<file path="src/rtl/isa_pkg.sv">
// rtl/isa_pkg.sv - ISA constants, opcode field position and fetch state encoding
package isa_pkg;

   localparam int OPC_MSB = 15;
   localparam int OPC_LSB = 11;

   localparam logic [4:0] OP_NOP = 5'b00000;
   localparam logic [4:0] OP_IN  = 5'b01011;
   localparam logic [4:0] OP_OUT = 5'b01100;
   localparam logic [4:0] OP_HLT = 5'b01111;

   typedef enum logic [1:0] {
      FETCH_OP,
      FETCH_ARG,
      HOLD,
      HALT
   } fetch_state_t;

   // Only NOP and HLT carry no operand word.
   function automatic logic is_two_word(input logic [4:0] opcode);
      return !((opcode == OP_NOP) || (opcode == OP_HLT));
   endfunction

endpackage

</file>
<file path="src/rtl/instr_fetch.sv">
// rtl/instr_fetch.sv - fetch stage assembling one/two-word instruction bundles from RAM
module instr_fetch
   import isa_pkg::*;
#(
   parameter int                    DATA_WIDTH = 16,
   parameter int                    ADDR_WIDTH = 16,
   parameter logic [ADDR_WIDTH-1:0] RESET_PC   = '0
) (
   input  logic                  clk,
   input  logic                  rst_n,
   output logic [ADDR_WIDTH-1:0] mem_addr,
   input  logic [DATA_WIDTH-1:0] mem_q,
   output logic                  instr_valid,
   input  logic                  instr_ready,
   output logic [DATA_WIDTH-1:0] instr_word,
   output logic [DATA_WIDTH-1:0] instr_operand,
   output logic [ADDR_WIDTH-1:0] instr_pc,
   input  logic                  branch_en,
   input  logic [ADDR_WIDTH-1:0] branch_target,
   output logic                  halted
);

   fetch_state_t          state, state_n;
   logic [ADDR_WIDTH-1:0] pc, pc_n, instr_pc_n;
   logic [DATA_WIDTH-1:0] word_n, operand_n;
   logic                  valid_n, halted_n;

   assign mem_addr = pc;

   always_ff @(posedge clk or negedge rst_n) begin
      if (!rst_n) begin
         state         <= FETCH_OP;
         pc            <= RESET_PC;
         instr_valid   <= 1'b0;
         instr_word    <= '0;
         instr_operand <= '0;
         instr_pc      <= RESET_PC;
         halted        <= 1'b0;
      end else begin
         state         <= state_n;
         pc            <= pc_n;
         instr_valid   <= valid_n;
         instr_word    <= word_n;
         instr_operand <= operand_n;
         instr_pc      <= instr_pc_n;
         halted        <= halted_n;
      end
   end

   always_comb begin
      state_n    = state;
      pc_n       = pc;
      valid_n    = instr_valid;
      word_n     = instr_word;
      operand_n  = instr_operand;
      instr_pc_n = instr_pc;
      halted_n   = halted;

      // Redirect beats everything outside HALT; a same-cycle handshake is already consumed.
      if (branch_en && (state != HALT)) begin
         pc_n    = branch_target;
         valid_n = 1'b0;
         state_n = FETCH_OP;
      end else begin
         case (state)
            FETCH_OP: begin
               word_n     = mem_q;
               instr_pc_n = pc;
               pc_n       = pc + ADDR_WIDTH'(1);
               operand_n  = '0;
               if (is_two_word(mem_q[OPC_MSB:OPC_LSB])) begin
                  state_n = FETCH_ARG;
               end else begin
                  state_n = HOLD;
                  valid_n = 1'b1;
               end
            end
            FETCH_ARG: begin
               operand_n = mem_q;
               pc_n      = pc + ADDR_WIDTH'(1);
               valid_n   = 1'b1;
               state_n   = HOLD;
            end
            HOLD: begin
               if (instr_valid && instr_ready) begin
                  valid_n = 1'b0;
                  if (instr_word[OPC_MSB:OPC_LSB] == OP_HLT) begin
                     state_n  = HALT;
                     halted_n = 1'b1;
                  end else begin
                     state_n = FETCH_OP;
                  end
               end
            end
            default: ;
         endcase
      end
   end

endmodule

</file>
<file path="config.mk">
export PLATFORM = sky130hd
export DESIGN_NAME = instr_fetch
export DESIGN_NICKNAME = d
export VERILOG_FILES = /design/src/rtl/isa_pkg.sv /design/src/rtl/instr_fetch.sv
export SDC_FILE = /design/constraint.sdc
export NUM_CORES = 1
export LEC_CHECK = 0
export ABC_AREA = 1
export CAP_MARGIN = 25
export CELL_PAD_IN_SITES_DETAIL_PLACEMENT = 1
export CELL_PAD_IN_SITES_GLOBAL_PLACEMENT = 1
export CORE_MARGIN = 5
export CORE_UTILIZATION = 35
export CTS_BUF_LIST = sky130_fd_sc_hd__clkbuf_2 sky130_fd_sc_hd__clkbuf_4 sky130_fd_sc_hd__clkbuf_8
export DETAILED_ROUTE_END_ITERATION = 6
export MAX_ROUTING_LAYER = met4
export PLACE_DENSITY_LB_ADDON = 0.05
export SKIP_CTS_REPAIR_TIMING = 1
export SLEW_MARGIN = 20
export SYNTH_ARGS = -nofsm -noshare
export SYNTH_HDL_FRONTEND = slang
export SYNTH_SLANG_ARGS = --single-unit
</file>
<file path="constraint.sdc">
create_clock -name clk -period 1.8 [get_ports clk]
set_input_delay 0.36 -clock clk [delete_from_list [all_inputs] [get_ports clk]]
set_output_delay 0.36 -clock clk [all_outputs]
set_load 0.05 [all_outputs]
</file>
Word-level counts from Yosys, hierarchy flattened
Index checks and enable logic that the tools add are counted.

Bits in latches: 0. Bits of input ports: 36. Memories kept: 0. Register bits: 68. Bits in read-only memories: 0. Output and inout port bits: 66. Memory bits (writable): 0.

Reductions and logical operators: 14. Eq/ne operators: 7. Bitwise gates (word level): 1. Magnitude comparators: 0. Shift operators: 0. Divide/modulo/power cells: 0. Add/subtract/negate cells: 1. Multiplexer cells: 12. Multipliers: 0.

Operators by type and width (count): 16-bit 2-to-1 mux (2); 16-bit one-hot mux with 2 select lines (1); 16-bit by 1-bit adder with 16-bit output, second input constant (1); 5-bit by 4-bit == test with 1-bit output, second input constant (2); 2-bit 2-to-1 mux (4); 3-bit != test, second input constant (2); 2-bit one-hot mux with 3 select lines (1); 2-bit AND reduction (3); 5-bit logical NOT (1); 4-bit AND reduction (1); 2-bit nonzero test (2); 4-bit nonzero test (1); 1-bit 2-to-1 mux (3); 1-bit one-hot mux with 3 select lines (1); 3-bit AND reduction (1); 2-bit by 1-bit == test with 1-bit output, second input constant (1); 2-bit == test, second input constant (1); 1-bit logical AND (2); 2-bit logical NOT (1); 2-bit != test, second input constant (1); 2-bit OR reduction (1); 1-bit logical OR (1); 1-bit inverter (1).

Logic depth before layout (Yosys ltp)
Depth in word-level cells: 5. Depth in mapped cells: 9. Mapped depth without buffers: 9.

Worst setup path before layout
OpenSTA, ideal clock, no wires.

Path kind: reg2reg. From: register pc[0], in the netlist mem_addr[0]. To: register pc[10], in the netlist mem_addr[10]. Cell stages (with the launch flop): 8. Buffers on the path: 0. Data arrival time: 1545 ps. Slack: 138 ps. Data required time: 1684 ps. Setup time: 116 ps. Period minus slack after synthesis: 1662 ps. Cells stage by stage: dfrtp_1 > ha_1 > nand2_2 > nor2_4 > nand2_1 > xor2_1 > nand2_1 > nand2_1.

Cells in the longest elaborated chain, start to end: 3.

Ends and longest elaborated chain: start, declared (line instr_fetch.sv:24) `logic [ADDR_WIDTH-1:0] pc, pc_n, instr_pc_n;`; start signal, assigned (line instr_fetch.sv:41) `pc <= pc_n;`; 16-bit by 1-bit adder with 16-bit output (line instr_fetch.sv:69, instr_fetch.sv:80); 16-bit 2-to-1 mux; 16-bit 2-to-1 mux (line instr_fetch.sv:60) `if (branch_en && (state != HALT)) begin`.

Every way passes these cells. The select of a mux whose other input is x is not followed. A chain may end at the register's enable or synchronous reset.

Worst setup path in the final report
From: register state[0]. To: register instr_operand[3].

Cells in the longest elaborated chain, start to end: 4. Elaborated cells between the ends (all ways): 8. Classes of those cells: eq/ne: 2; mux: 1; bitwise: 1; reduce/logical: 4.

Ends and longest elaborated chain: start, declared (line instr_fetch.sv:23) `fetch_state_t state, state_n;`; start signal, assigned (line instr_fetch.sv:40) `state <= state_n;`; 2-bit != test (line instr_fetch.sv:60); 1-bit logical AND (line instr_fetch.sv:60); 1-bit inverter (no line); 2-bit AND reduction (no line); end signal, assigned (line instr_fetch.sv:44) `instr_operand <= operand_n;`; end, declared (line instr_fetch.sv:16) `output logic [DATA_WIDTH-1:0] instr_operand,`.

Several ways; a longest one is shown, not always the timed one.

==> impl_metrics.toml <==
[timing]
setup_viol = 0
clock_skew_ns = 0.0103
fmaxAchievable_mhz = 608
report.final.slew_viol_count = 0
hold_viol = 0
postLayoutSetupSlackWorst_ns = 0.156
worstMarginPinSlew_ns = 0.378
rsz0062_at_grt = "false"
min_period_ns = 1.64
maxSlewHeadroom = 0.748
post-route-period-util = 0.913

[power_and_ir_drop]
internal-power_mw = 4.64
peakVddDrop_mv = 0.943
clockPowerShare = 0.136
power_mw = 9.93
power_density_nw_per_um2 = 2250
switchingPower_mw = 5.29
p_sw_frac = 0.533
power.leakage_nw = 2.21
p_seq_frac = 0.287
comb_power_share = 0.577

[cells_and_area]
fin_util = 0.503
area_delta_synth_final_pct = 38.8
final_net_count = 530
diodes = 0
drive_gt1_frac = 0.221

[detailed_routing]
routed.top_layer = "met4"
routed_wl_um = 9290
wire_per_inst_um = 15.4
dr.pass1.iters = 4
wirelength_met1_um = 4220
viasPerCell = 4.81
route.met2.wl_um = 4690
drc_errors = 0
antenna_left = 0
drtIter0Drc = 54
vias = 2898
met3RoutedLength_um = 300

[run_status]
status = "complete, no violations"

[clocking]
clock-root-buffer = "clkbuf_8"
h-tree-depth = 3
cts_num_sinks = 68
numCtsBuffers = 9
cts_buffer_depth = 2
clk_latency_ns = 0.34
tritoncts = "yes"
clk_pin_slew_ns = 0.08

[grt]
grtUsageTotal = 0.175
grt_overflow = 0
grt_max_degree = 69
grt_pass1_wl_um = 15400
grt_antenna_before_repair = 0
first_global_vias = 3122

[place]
numPortBuffers = 101
dp_slack_ns = -0.0473
hpwl_um = 7010
gp_congestion = 0.761

[die]
core_area_um2 = 8760
rows = 34
die-area_um2 = 11100
fp.dieW_um = 105
pin_count = 102
die_h_um = 105
initial_utilization = 0.363

[logic_synthesis]
synth_warnings = 0
synthTopCellsByArea = "dfrtp_1, nand2_1, o21ai_0"
synthArstFlopShare = 1.00
synth_top_flop_cell = "dfrtp_1"
synth_area_leader_cell = "dfrtp_1"
avgSynthCellArea_um2 = 8.36
syn-num-nets = 421
ys_seq_elements = 68
synth_top_area_frac = 0.536
synth_seq_area_share = 0.536
synth_cell_types = 29
syn_inst = 380
synth_area_um2 = 3180
synth_edf_count = 0

[worst_setup_path]
r2r_slack_ns = 0.16
path_cells = "inv_1, ha_1, nor2_1, inv_2, nand2_2, buf_6, nand2_1, o21ai_0"
critPathTopFamily = "simple AND/OR/NAND/NOR gates"
cp-end-kind = "flop"
start_kind = "flop"
crit_type = "reg2reg"
cp.arrival_ns = 1.89
worst-path-buf-inv = 3
cpPeakStageDelay_ns = 0.42
critical-path-slowest-cell = "dfrtp_1"
cp_data_required_time_ns = 2.05
worstPathMaxFanout = 16

[job]
max_cap_violations = 0

[hold_path]
hold_class = "in2async"
-- metal layers --
layer / vias to the layer above / GRT usage
met5: - / -
met4: 0 / 0.0521
met3: 8 / 0.0318
met2: 51 / 0.284
met1: 1414 / 0.223
li1: 1425 / -
-- flip-flops by register name (all words and copies together), names as in the netlist --
| signal | cells |
|---|---|
| instr_word | 16 |
| instr_pc | 16 |
| state | 2 |
| instr_valid | 1 |
| mem_addr | 16 |
| instr_operand | 16 |
| halted | 1 |
-- power groups by stage --
stage                     clock (mW)  combinational (mW)  sequential [mW]
after floorplan                    0                1.52             5.15
final                           1.35                5.73             2.85
after global placement             0                5.70             2.87
after CTS                       1.38                5.81             2.87
after global routing            1.45                6.13             2.96
after detailed placement           0                5.80             2.88
-- logic make-up after synthesis --
logic type               count (synthesis)  synth area share
buffers and inverters                   62            0.0800
flip-flops                              68             0.536
XOR/XNOR                                 5            0.0138
adder cells (fa/ha/maj)                  5            0.0197
AND/OR/NAND/NOR                        167             0.226
multiplexers                             1           0.00354
AO/OA/AOI/OAI                           72             0.121
-- cells in the final DEF (no fill, tap or decap), drive strengths merged, types with 2 or more instances in the layout --
cell / n
buf: 75
o22ai: 2
o21ai: 61
clkinvlp: 2
xor2: 4
nand4: 4
nor2: 20
o211ai: 3
clkbuf: 11
nand2: 123
inv: 52
ha: 5
nand3b: 3
clkdlybuf4s50: 34
nand3: 16
dfrtp: 68
o21bai: 3
-- cells in the mapped netlist, types with 2 or more instances --
library cell and count:
ha_1 5, o211ai_1 3, nor2_4 2, inv_1 47, xor2_1 4, nand3_1 14
dfrtp_1 68, nor2_1 16, nand2_1 117, o21ai_1 18, inv_2 3, nand3_2 2
nand3b_1 3, nand2_2 5, nor2_2 2, o21ai_0 43, o21bai_1 3, buf_2 10
o22ai_1 2, nand4_1 4
-- through the flow --
step / instance area, um^2 / instances / setup TNS (ns) / hold WS (ns)
6_report: 4410 / 602 / 0 / 0.0220
5_1_grt: 4410 / 602 / 0 / 0.0495
4_1_cts: 4400 / 602 / 0 / 0.0474
3_5_place_dp: 4190 / 586 / -0.133 / 0.418
3_3_place_gp: 4190 / 586 / 0 / 0.421
2_1_floorplan: 3180 / 380 / 0 / 0.0644
-- layout make-up --
cell class | instances | area [um^2]
multi-input cells | 250 | 1220
well taps | 108 | 135
repair buffers | 109 | 942
clock inverters | 5 | 58.8
clock buffers | 11 | 151
flip-flops and latches | 68 | 1700
fillers | 1060 | 4350
inverters | 51 | 196
-- worst paths after layout --
path,depth (start not counted),endpoint,startpoint
setup / recovery,8,instr_operand[3]$_DFFE_PN0P_,state[0]$_DFFE_PN0P_
hold / removal,2,instr_word[0]$_DFFE_PN0P_,rst_n
setup reg to reg,8,instr_operand[3]$_DFFE_PN0P_,state[0]$_DFFE_PN0P_
hold reg to reg,2,instr_word[8]$_DFFE_PN0P_,instr_word[8]$_DFFE_PN0P_
max in group asynchronous,2,state[0]$_DFFE_PN0P_,rst_n
min in group clk,2,instr_word[8]$_DFFE_PN0P_,instr_word[8]$_DFFE_PN0P_
Note: power is estimated with default switching activity, not from simulation.
